==> src/rtl/register_bank_writer.sv <==
// register_bank_writer
//   Write side of the 8 x WIDTH register bank. Write requests arrive over a
//   valid/ready handshake and are buffered in a 2-entry FIFO. Whenever
//   commit_enable is high and the FIFO holds an entry, the head entry is
//   popped and written into the addressed register. A registered one-hot copy
//   of the committed address is presented on load_enable for one cycle.
//
// Ports
//   clock          rising-edge clock
//   reset          asynchronous, active-low reset
//   write_valid    write request present
//   write_ready    FIFO can accept a request this cycle (pending != 2)
//   write_address  target register index 0-7
//   write_data     value to store
//   commit_enable  when low the bank is frozen; the FIFO keeps filling
//   register0..7   register contents, fed straight to the read multiplexer
//   load_enable    one-hot address committed at the last edge, 0 if none
//   pending        FIFO occupancy 0-2
module register_bank_writer #(
  parameter int WIDTH = 16,
  parameter int DEPTH = 2
) (
  input  logic             clock,
  input  logic             reset,
  input  logic             write_valid,
  output logic             write_ready,
  input  logic [2:0]       write_address,
  input  logic [WIDTH-1:0] write_data,
  input  logic             commit_enable,
  output logic [WIDTH-1:0] register0,
  output logic [WIDTH-1:0] register1,
  output logic [WIDTH-1:0] register2,
  output logic [WIDTH-1:0] register3,
  output logic [WIDTH-1:0] register4,
  output logic [WIDTH-1:0] register5,
  output logic [WIDTH-1:0] register6,
  output logic [WIDTH-1:0] register7,
  output logic [7:0]       load_enable,
  output logic [1:0]       pending
);

  // FIFO storage; DEPTH is fixed at 2 so single-bit pointers suffice.
  logic [2:0]       fifo_addr [DEPTH];
  logic [WIDTH-1:0] fifo_data [DEPTH];
  logic             rd_ptr;
  logic             wr_ptr;
  logic [1:0]       count;

  logic [WIDTH-1:0] bank [8];
  logic [7:0]       load_q;

  logic             push;
  logic             pop;
  logic [2:0]       head_addr;
  logic [WIDTH-1:0] head_data;
  logic [7:0]       decode;

  // Ready depends on occupancy alone so it never combinationally follows
  // write_valid; a full FIFO refuses the push even on a popping edge.
  assign write_ready = (count != 2'd2);
  assign pending     = count;

  assign push = write_valid & write_ready;
  // No bypass: an empty FIFO cannot commit, even if a push lands this edge.
  assign pop  = commit_enable & (count != 2'd0);

  assign head_addr = fifo_addr[rd_ptr];
  assign head_data = fifo_data[rd_ptr];

  always_comb begin
    decode = 8'h00;
    decode[head_addr] = 1'b1;
  end

  always_ff @(posedge clock or negedge reset) begin
    if (!reset) begin
      rd_ptr <= 1'b0;
      wr_ptr <= 1'b0;
      count  <= 2'd0;
      for (int i = 0; i < DEPTH; i++) begin
        fifo_addr[i] <= 3'd0;
        fifo_data[i] <= '0;
      end
    end else begin
      if (push) begin
        fifo_addr[wr_ptr] <= write_address;
        fifo_data[wr_ptr] <= write_data;
        wr_ptr            <= ~wr_ptr;
      end
      if (pop) begin
        rd_ptr <= ~rd_ptr;
      end
      case ({push, pop})
        2'b10:   count <= count + 2'd1;
        2'b01:   count <= count - 2'd1;
        default: count <= count;
      endcase
    end
  end

  always_ff @(posedge clock or negedge reset) begin
    if (!reset) begin
      load_q <= 8'h00;
      for (int i = 0; i < 8; i++) begin
        bank[i] <= '0;
      end
    end else begin
      load_q <= pop ? decode : 8'h00;
      for (int i = 0; i < 8; i++) begin
        if (pop && decode[i]) begin
          bank[i] <= head_data;
        end
      end
    end
  end

  assign load_enable = load_q;

  assign register0 = bank[0];
  assign register1 = bank[1];
  assign register2 = bank[2];
  assign register3 = bank[3];
  assign register4 = bank[4];
  assign register5 = bank[5];
  assign register6 = bank[6];
  assign register7 = bank[7];

endmodule

==> config.mk <==
export PLATFORM = sky130hd
export DESIGN_NAME = register_bank_writer
export DESIGN_NICKNAME = d
export VERILOG_FILES = /design/src/rtl/register_bank_writer.sv
export SDC_FILE = /design/constraint.sdc
export NUM_CORES = 1
export LEC_CHECK = 0
export ABC_AREA = 0
export BUFFER_PORTS_ARGS = -buffer_cell sky130_fd_sc_hd__buf_2
export CAP_MARGIN = 10
export CORE_MARGIN = 2
export CORE_UTILIZATION = 55
export DETAILED_ROUTE_END_ITERATION = 7
export GPL_ROUTABILITY_DRIVEN = 1
export PLACE_DENSITY = 0.86
export SKIP_LAST_GASP = 1
export SLEW_MARGIN = 20
export SYNTH_ARGS = -nofsm -noshare
export SYNTH_HDL_FRONTEND = slang
export SYNTH_SLANG_ARGS = --single-unit
export TNS_END_PERCENT = 5
==> constraint.sdc <==
create_clock -name clock -period 6 [get_ports clock]
set_clock_uncertainty 0.05 [all_clocks]
set_input_delay 0.9 -clock clock [delete_from_list [all_inputs] [get_ports clock]]
set_output_delay 0.9 -clock clock [all_outputs]
set_load 0.005 [all_outputs]
==> flow_metrics.tcl, run 1 <==
set metrics [dict create \
    final_area_mm2 0.00862 \
    netlist_instances 406 \
    r2r_slack_ns 2.96 \
    slew_viol_final 0 \
    clk_pin_slew_worst_paths_ns 0.06 \
    required_ns 6.25 \
    area_growth_pct 21.3 \
    drc 0 \
    synth_most_common_cell "dfrtp_1" \
    yosysWarnings 0 \
    fp-row-count 41 \
    wl_mm 15.2 \
    port_buffers 161 \
    grt_max_degree 79 \
    drtPass1Iterations 4 \
    synth-edff-count 0 \
    place_congestion 0.771 \
    htree_levels 4 \
    relSlewSlack_pct 27.2 \
    syn_nets 430 \
    leakagePower_uw 0.00404 \
    sequentialPowerShare_pct 41.0 \
    placed_area_mm2 0.00801 \
    rr_worst_depth 3 \
    numClockSinks 178 \
    period_needed_ns 3.04 \
    setup_tns_ns 0 \
    layout_setup_ws_ns 2.96 \
    synth_async_sr_flop_share_pct 100 \
    critical_path_class "reg -> reg" \
    combPwrFrac_pct 38.0 \
    synth_top_cell_by_area "dfrtp_1" \
    cp-endpoint "register4[15]$_DFFE_PN0P_" \
    start_kind "register" \
    dp_cells 727 \
    vias 4070 \
    synth_common_cells "dfrtp_1, mux2_2, mux2_4" \
    startpoint "rd_ptr$_DFFE_PN0P_" \
    ys_seq_elements 178 \
    detail_route.vias_per_cell 5.36 \
    drt_iter0_drc 212 \
    die-width_um 118 \
    clockBufferDepth 2 \
    grt_pass1_wl_mm 24.4 \
    avgSynthCellArea_um2 17.5 \
    r2r-end "register4[15]$_DFFE_PN0P_" \
    grt-ovfl-total 0 \
    ios 162 \
    yosysUniqueCellTypes 24 \
    cts_resized 0 \
    synth_area_leaders "dfrtp_1, mux2_2, mux2_4, a211oi_4, buf_6" \
    outcome "complete, no violations" \
    cts_tree "built" \
    powerDensity_mw_per_mm2 610 \
    final_antenna_net_count 0 \
    grt_pass1_vias 4403 \
    ir_drop_mv 0.306 \
    switching_share_pct 32.8 \
    final_nets 599 \
    finalCritPeriodShare_pct 50.7 \
    hold_viol_final 0 \
    whs_ns 0.316 \
    die_h_um 118 \
    diodes 0 \
    post-place-ws_ns 2.93 \
    clkPwrFrac_pct 21.0 \
    endpoint_kind "register" \
    start_util_pct 56.3 \
    cp_slowest_stage_delay_ns 1.04 \
    hold_class "in -> async" \
    syn_area_mm2 0.00711 \
    instances_no_fill 760 \
    antenna_found_initial 0 \
    cts_buffers 17 \
    worstMarginPinSlew_ns 1.09 \
    timing.rr.start "rd_ptr$_DFFE_PN0P_" \
    hold_buffers 0 \
    drive_above_1_share_pct 66.0 \
    cp_slowest_cell "dfrtp_1" \
    cts-root-buf "clkbuf_16" \
    synth_top_area_share_pct 62.7 \
    cpMostUsedCell "mux2_2" \
    dp_hpwl_mm 10.4 \
    clk_latency_ns 0.42 \
    cp.arrival_ns 3.29 \
    ys_seq_area_share_pct 62.7 \
    die-area_mm2 0.0138 \
    crit_chain "mux2_2 -> a211oi_4 -> mux2_2" \
    nFillCells 892 \
    core_mm2 0.0126 \
    cts_setup_buffers 0 \
    crit_path_max_fanout 27 \
    drv_cap 0 \
    internal_power_uw 3530 \
    grtUsageTotal_pct 22.9 \
    setup-violations-final 0 \
    p_sw_uw 1720 \
    rsz0062_at_grt "false" \
    clock.fmax_mhz 329 \
    synth_ff_type "dfrtp_1" \
    wl_per_cell_um 20.0 \
]
## logic make-up after synthesis
| group | after synthesis | share of synthesized area (%) |
|---|---|---|
| compound gates | 9 | 2.32 |
| xor+xnor | 5 | 0.616 |
| fa+ha+maj | 1 | 0.176 |
| buf+inv | 16 | 2.17 |
| flops | 178 | 62.7 |
| mux | 184 | 30.6 |
| simple gates | 13 | 1.41 |
## power groups by stage
| stage | Clock, uW | Sequential [uW] | Combinational [uW] |
|---|---|---|---|
| final | 1110 | 2150 | 2000 |
| after global routing | 1190 | 2220 | 2140 |
| after CTS | 1120 | 2160 | 2020 |
| after detailed placement | 0 | 2160 | 2010 |
| after global placement | 0 | 2120 | 1930 |
| after floorplan | 0 | 2110 | 1240 |
## per-layer routing
metal / vias to the layer above / global-route usage [%] / share of wire, %
li1: 1795 / - / -
met1: 2113 / 29.7 / 43
met2: 142 / 36.2 / 49
met3: 20 / 8.14 / 6.9
met4: 0 / 7.53 / 1.2
met5: - / 0 / 0
## cells in the final DEF, fill, tap and decap left out
master | synthesis | layout
clkbuf_16 | 0 | 17
ha_1 | 1 | 1
mux2_4 | 27 | 27
bufinv_16 | 0 | 3
xnor2_1 | 4 | 4
or3_4 | 1 | 1
a211oi_4 | 8 | 8
mux2_2 | 152 | 152
nand2b_1 | 1 | 1
nand2_1 | 1 | 1
xor2_1 | 1 | 1
buf_4 | 1 | 3
dfrtp_1 | 178 | 178
clkbuf_1 | 1 | 2
clkinvlp_4 | 0 | 9
mux2_1 | 4 | 4
nand3b_1 | 3 | 3
nand3_1 | 2 | 2
mux2i_2 | 1 | 1
o21ai_2 | 0 | 1
inv_1 | 1 | 1
buf_2 | 4 | 160
buf_6 | 7 | 2
and3b_1 | 1 | 1
clkinv_2 | 0 | 1
nor2_1 | 1 | 1
or3b_4 | 3 | 3
## how the worst min path moves through the flow
stage	start	endpoint	slack (ns)	depth (start not counted)
floorplan	wr_ptr$_DFFE_PN0N_	wr_ptr$_DFFE_PN0N_	0.41	1
detailed placement	register7[14]$_DFFE_PN0P_	register7[14]$_DFFE_PN0P_	0.43	1
global placement	register7[14]$_DFFE_PN0P_	register7[14]$_DFFE_PN0P_	0.41	1
global route	reset	load_enable[5]$_DFF_PN0_	0.32	1
finish	reset	load_enable[5]$_DFF_PN0_	0.32	1
CTS	reset	register5[10]$_DFFE_PN0P_	0.31	1
## area by class of cell
type / count / area, um^2 / share of cell area [%]
Inverter: 1 / 3.75 / 0.0436
Sequential cell: 178 / 4450 / 51.7
Multi-Input combinational cell: 212 / 2500 / 29.0
Clock buffer: 19 / 433 / 5.02
Clock inverter: 13 / 163 / 1.89
Tap cell: 172 / 215 / 2.50
Timing Repair Buffer: 165 / 846 / 9.82
## sequential cells by signal, indices dropped and copies added, names as in the netlist
| register | cells |
|---|---|
| register6 | 16 |
| load_enable | 8 |
| pending | 2 |
| register5 | 16 |
| register4 | 16 |
| fifo_addr | 6 |
| wr_ptr | 1 |
| register1 | 16 |
| rd_ptr | 1 |
| fifo_data | 32 |
| register2 | 16 |
| register3 | 16 |
| register7 | 16 |
| register0 | 16 |
## stage by stage
step / power (uW) / utilization, %
2_1_floorplan: 3350 / -
3_3_place_gp: 4050 / 63.5
3_5_place_dp: 4170 / 63.5
4_1_cts: 5300 / 68.2
5_1_grt: 5550 / 68.3
6_report: 5260 / 68.3
## critical path, delay by kind of cell, from the launching register on
| family | cells | cell delay [ns] |
|---|---|---|
| flops | 1 | 1.04 |
| compound gates | 1 | 0.87 |
| mux | 2 | 0.95 |
(Power assumes the default switching activity.)
==> inputs of run 2 (changes only) <==
--- a/config.mk
+++ b/config.mk
@@ -5,14 +5,14 @@
 export SDC_FILE = /design/constraint.sdc
 export NUM_CORES = 1
 export LEC_CHECK = 0
-export ABC_AREA = 0
+export ABC_AREA = 1
 export BUFFER_PORTS_ARGS = -buffer_cell sky130_fd_sc_hd__buf_2
 export CAP_MARGIN = 10
 export CORE_MARGIN = 2
-export CORE_UTILIZATION = 55
+export CORE_UTILIZATION = 54
 export DETAILED_ROUTE_END_ITERATION = 7
 export GPL_ROUTABILITY_DRIVEN = 1
-export PLACE_DENSITY = 0.86
+export PLACE_DENSITY = 0.84
 export SKIP_LAST_GASP = 1
 export SLEW_MARGIN = 20
 export SYNTH_ARGS = -nofsm -noshare
==> constraint.sdc (replaced) <==
create_clock -name clock -period 3.01 [get_ports clock]
set_clock_uncertainty 0.05 [all_clocks]
set_input_delay 0.4515 -clock clock [delete_from_list [all_inputs] [get_ports clock]]
set_output_delay 0.4515 -clock clock [all_outputs]
set_load 0.005 [all_outputs]
==> run 2 against run 1 <==
Against the previous run:
- power is 94% higher
- setup slack got worse by 2.3 ns
- synthesized area grew 3.4%
- first-iteration DRC count rose to 3.0 times the previous value
- non-clock buffer count increased by 6
- design area up 2.0%
- critical endpoint is now register0[10]$_DFFE_PN0P_
- highest routed layer unchanged
==> flow_metrics.tcl, run 2 <==
set metrics [dict create \
    outcome "complete, no violations" \
    crit_path_max_fanout 34 \
    hold_class "in -> async" \
    start_kind "register" \
    hold_buffers 0 \
    drc 0 \
    die-width_um 121 \
    grt_max_degree 87 \
    required_ns 3.28 \
    yosysWarnings 0 \
    period_needed_ns 2.31 \
    syn_nets 838 \
    final_nets 982 \
    ys_seq_area_share_pct 60.6 \
    port_buffers 161 \
    synth_xor_area_share_pct 0.358 \
    place_congestion 0.826 \
    clkPwrFrac_pct 21.9 \
    synth_async_sr_flop_share_pct 100 \
    final_common_cell "nand2_1" \
    avgSynthCellArea_um2 9.03 \
    dp_hpwl_mm 12.1 \
    critical_path_class "reg -> reg" \
    detail_route.vias_per_cell 5.31 \
    grt_pass1_vias 5566 \
    regArea_mm2 0.00445 \
    start_util_pct 55.5 \
    synth_common_cells "nand2_1, dfrtp_1, nand3_1" \
    leakagePower_uw 0.00516 \
    finalCritPeriodShare_pct 76.9 \
    cp_slowest_stage_delay_ns 0.61 \
    cts_resized 0 \
    endpoint_kind "register" \
    grt-ovfl-total 0 \
    met2_usage_pct 42.3 \
    diodes 0 \
    vias 6093 \
    relSlewSlack_pct 47.8 \
    grt_util_met1_pct 37.7 \
    wl_per_cell_um 16.3 \
    top_register "fifo_data" \
    slew_viol_final 0 \
    synth_area_leaders "dfrtp_1, nand2_1, nand3_1, o21ai_0, inv_1" \
    grt_pass1_wl_mm 29.9 \
    internal_power_uw 5890 \
    yosysUniqueCellTypes 21 \
    synth_top_cell_by_area "dfrtp_1" \
    final_area_mm2 0.00879 \
    final_antenna_net_count 0 \
    ys_seq_elements 178 \
    synth_ff_type "dfrtp_1" \
    htree_levels 4 \
    setup_tns_ns 0 \
    whs_ns 0.0373 \
    synth-compound-area-share_pct 2.78 \
    drt_iter0_drc 635 \
    cts_setup_buffers 0 \
    largest_reg_flops 32 \
    use_met3_pct 4.86 \
    cts-root-buf "clkbuf_16" \
    final_util_pct 66.3 \
    synth-edff-count 0 \
    syn_area_mm2 0.00735 \
    powerDensity_mw_per_mm2 1160 \
    drtPass1Iterations 5 \
    nFillCells 1085 \
    setup-violations-final 0 \
    cts_buffers 17 \
    die-area_mm2 0.0146 \
    cp.arrival_ns 2.58 \
    wl_mm 18.7 \
    switching_share_pct 42.3 \
    combPwrFrac_pct 39.8 \
    ios 162 \
    worstMarginPinSlew_ns 0.784 \
    clk_latency_ns 0.43 \
    layout_common_cells "nand2_1, dfrtp_1, buf_2" \
    numClockSinks 178 \
    cp_slowest_cell "nor2_4" \
    area_growth_pct 19.6 \
    instances_no_fill 1147 \
    rr_worst_depth 7 \
    antenna_found_initial 0 \
    multi_input_area_mm2 0.00246 \
    placed_area_mm2 0.00818 \
    sequentialPowerShare_pct 38.3 \
    grt_most_used_layer "met2" \
    crit_chain "inv_2 -> nand2_1 -> nand2_2 -> nor2_4 -> nand2_2 -> nand2_1 -> nand2_1" \
    core_mm2 0.0132 \
    synth_top_area_share_pct 60.6 \
    fp-row-count 42 \
    die_h_um 121 \
    drv_cap 0 \
    grtUsageTotal_pct 27.1 \
    rsz0062_at_grt "false" \
    clockBufferDepth 2 \
    hold_viol_final 0 \
    ir_drop_mv 0.503 \
    synth_top_family_by_area "simple AND/OR/NAND/NOR gates" \
    synth_most_common_cell "nand2_1" \
    cpMostUsedCell "nand2_1" \
    synth_mux_area_share_pct 0 \
    clk_pin_slew_worst_paths_ns 0.06 \
    clock.fmax_mhz 432 \
    p_sw_uw 4320 \
    cts_tree "built" \
    drive_above_1_share_pct 23.1 \
    netlist_instances 814 \
    dp_cells 1115 \
    synthAdderAreaFrac_pct 0.170 \
    yosys.area_share.simple_pct 30.2 \
]
[run 2: through the flow]
step	setup slack (ns)	power (uW)
after floorplan	1.41	6490
after global placement	0.828	7850
after detailed placement	0.728	7980
after CTS	0.720	10200
after global routing	0.474	10900
final	0.696	10200
[run 2: worst paths after layout]
| check | startpoint | to | slack [ns] |
|---|---|---|---|
| worst max-delay path | rd_ptr$_DFFE_PN0P_ | register0[10]$_DFFE_PN0P_ | 0.70 |
| worst min-delay path | reset | load_enable[4]$_DFF_PN0_ | 0.04 |
| worst max register to register | rd_ptr$_DFFE_PN0P_ | register0[10]$_DFFE_PN0P_ | 0.70 |
| worst min register to register | register7[6]$_DFFE_PN0P_ | register7[6]$_DFFE_PN0P_ | 0.42 |
| max in group asynchronous | reset | fifo_data[27]$_DFFE_PN0P_ | 2.06 |
| min in group clock | write_data[14] | fifo_data[30]$_DFFE_PN0P_ | 0.24 |
[run 2: area by class of cell]
class | instances | area share (%)
clock inverters | 12 | 1.78
clock buffers | 20 | 5.08
well taps | 176 | 2.51
multi-input cells | 554 | 28.0
repair buffers | 171 | 10.4
flip-flops and latches | 178 | 50.7
inverters | 36 | 1.54
[run 2: worst max-delay path: cells and delay by family (launching register included)]
kind / cells / cell delay (ns)
buffers and inverters: 1 / 0.23
flip-flops: 1 / 0.47
AND/OR/NAND/NOR: 6 / 1.44
[run 2: layer usage]
layer	vias up	part of all wire [%]
li1	2863	-
met1	2910	42
met2	283	48
met3	37	6.9
met4	0	3.0
met5	-	0
[run 2: cell families (layout without fill, tap and decap cells)]
group | Yosys count | count (layout)
and+or+nand+nor | 510 | 510
buffers and inverters | 82 | 239
xor gates and xnor gates | 3 | 3
adders and majority gates | 1 | 1
DFF | 178 | 178
AOI/OAI and AO/OA | 40 | 40
[run 2: power groups by stage]
stage               Sequential (uW)  Combinational, uW  Clock (uW)
floorplan                      3870               2620           0
global placement               3920               3930           0
detailed placement             3930               4050           0
CTS                            3900               4070        2260
global route                   4010               4530        2370
finish                         3910               4060        2240
==> inputs of run 3 (changes only) <==
==> constraint.sdc (replaced) <==
create_clock -name clock -period 2.4 [get_ports clock]
set_clock_uncertainty 0.05 [all_clocks]
set_input_delay 0.36 -clock clock [delete_from_list [all_inputs] [get_ports clock]]
set_output_delay 0.36 -clock clock [all_outputs]
set_load 0.005 [all_outputs]
==> run 3 against run 2 <==
Against the previous run:
- sequential cell count stayed put
- power is 26% higher
- maximum frequency is 15% higher
- combinational power is 28% higher
- routed wire length is 0.97% higher
- critical path depth is 1 higher
- clock power is 23% higher
- design area is 0.87% higher
- die area stayed put
- critical path type unchanged
- critical endpoint is now register7[10]$_DFFE_PN0P_
- highest routed layer unchanged
==> flow_metrics.tcl, run 3 (synthesis gave the netlist of run 2 again) <==
set metrics [dict create \
    start_util_pct 55.5 \
    largest_reg_flops 32 \
    drc 0 \
    leakagePower_uw 0.00520 \
    ir_drop_mv 0.699 \
    die_h_um 121 \
    clockBufferDepth 2 \
    clk_pin_slew_worst_paths_ns 0.06 \
    endpoint_kind "register" \
    period_needed_ns 2.02 \
    critical_path_class "reg -> reg" \
    vias 6097 \
    drive_above_1_share_pct 23.8 \
    relSlewSlack_pct 58.7 \
    combPwrFrac_pct 40.4 \
    place_congestion 0.790 \
    hold_viol_final 0 \
    ios 162 \
    internal_power_uw 7440 \
    grt-ovfl-total 0 \
    grt_pass1_wl_mm 30.6 \
    drt_iter0_drc 626 \
    grt_max_degree 64 \
    die-area_mm2 0.0146 \
    clk_latency_ns 0.42 \
    required_ns 2.66 \
    antenna_found_initial 0 \
    area_growth_pct 20.6 \
    die-width_um 121 \
    cts_tree "built" \
    numClockSinks 178 \
    r2r-end "register7[10]$_DFFE_PN0P_" \
    instances_no_fill 1156 \
    cp.arrival_ns 2.28 \
    clkPwrFrac_pct 21.5 \
    cts-root-buf "clkbuf_16" \
    slew_viol_final 0 \
    powerDensity_mw_per_mm2 1450 \
    p_sw_uw 5450 \
    dp_cells 1123 \
    cts_buffers 17 \
    hold_depth 3 \
    sequentialPowerShare_pct 38.1 \
    crit_path_max_fanout 23 \
    switching_share_pct 42.3 \
    final_common_cell "nand2_1" \
    final_nets 991 \
    top_register "fifo_data" \
    detail_route.vias_per_cell 5.27 \
    outcome "complete, no violations" \
    wl_mm 18.9 \
    whs_endpoint "fifo_data[25]$_DFFE_PN0P_" \
    setup_tns_ns 0 \
    grtUsageTotal_pct 27.6 \
    final_antenna_net_count 0 \
    fp-row-count 42 \
    worstMarginPinSlew_ns 0.619 \
    hold_class "in -> reg" \
    rr_worst_depth 8 \
    htree_levels 4 \
    wl_per_cell_um 16.3 \
    core_mm2 0.0132 \
    start_kind "register" \
    diodes 0 \
    timing.rr.start "rd_ptr$_DFFE_PN0P_" \
    cts_setup_buffers 0 \
    clock.fmax_mhz 495 \
    port_buffers 161 \
    dp_hpwl_mm 12.2 \
    finalCritPeriodShare_pct 84.1 \
    drtPass1Iterations 5 \
    rsz0062_at_grt "false" \
    min_from "write_data[9]" \
    setup-violations-final 0 \
    grt_pass1_vias 5769 \
    layout_common_cells "nand2_1, dfrtp_1, buf_2" \
    r2r_slack_ns 0.38 \
    drv_cap 0 \
]
-- run 3: changes by cell type in the layout (fill, tap and decap cells not counted), sizes merged --
cell / change
bufinv: -1
clkbuf: +1
dlygate4sd3: +1
clkinvlp: +3
inv: +1
clkinv: -4
buf: +8
-- run 3: per-stage QoR --
stage	total power, uW	utilization (%)	setup WS, ns	area (um^2)	hold slack, ns
floorplan	8140	-	0.804	7350	0.0144
global placement	9970	62.3	0.481	8260	0.335
detailed placement	10100	62.3	0.428	8260	0.335
CTS	12900	66.9	0.405	8860	0.133
global route	13800	66.9	0.180	8860	0.144
finish	12900	66.9	0.381	8860	0.141
-- run 3: critical path, stage by stage (launching register included) --
cell     delay, ns
dfrtp_1       0.42
inv_2         0.21
nand2_1       0.13
nand2_1       0.09
nor2_4        0.30
buf_4         0.33
nand2_4       0.18
nand2_1       0.13
nand2_1       0.06
-- run 3: how the worst max path moves through the flow --
stage / startpoint / to / slack [ns] / depth (start not counted)
2_1_floorplan: pending[0]$_DFFE_PN0P_ / pending[1]$_DFFE_PN0P_ / 0.80 / 6
3_3_place_gp: rd_ptr$_DFFE_PN0P_ / register7[1]$_DFFE_PN0P_ / 0.48 / 8
3_5_place_dp: rd_ptr$_DFFE_PN0P_ / register5[7]$_DFFE_PN0P_ / 0.43 / 7
4_1_cts: rd_ptr$_DFFE_PN0P_ / register7[10]$_DFFE_PN0P_ / 0.41 / 8
5_1_grt: rd_ptr$_DFFE_PN0P_ / register5[1]$_DFFE_PN0P_ / 0.18 / 7
6_report: rd_ptr$_DFFE_PN0P_ / register7[10]$_DFFE_PN0P_ / 0.38 / 8
-- run 3: layout make-up --
| cell class | count | area [um^2] |
|---|---|---|
| fill | 1072 | 4380 |
| inverter | 36 | 135 |
| multi-input combinational | 554 | 2460 |
| tap | 176 | 220 |
| sequential | 178 | 4450 |
| timing repair buffer | 180 | 995 |
| clock inverter | 11 | 126 |
| clock buffer | 21 | 470 |
-- run 3: per-layer routing --
layer | vias to the layer above | part of all wire [%] | global-route usage, %
li1 | 2885 | - | -
met3 | 39 | 6.5 | 5.33
met4 | 0 | 2.6 | 10.3
met5 | - | 0 | 0
met1 | 2929 | 43 | 38.6
met2 | 244 | 48 | 43.1
-- run 3: timing repair --
action,CTS,global route
hold endpoints to repair,57,0
resized for setup,0,0
hold buffers,1,0
-- run 3: power groups by stage --
stage	registers (uW)	logic, uW	clock network [uW]
finish	4910	5210	2760
global placement	4920	5050	0
floorplan	4860	3290	0
global route	5020	5840	2940
CTS	4890	5230	2800
detailed placement	4930	5190	0
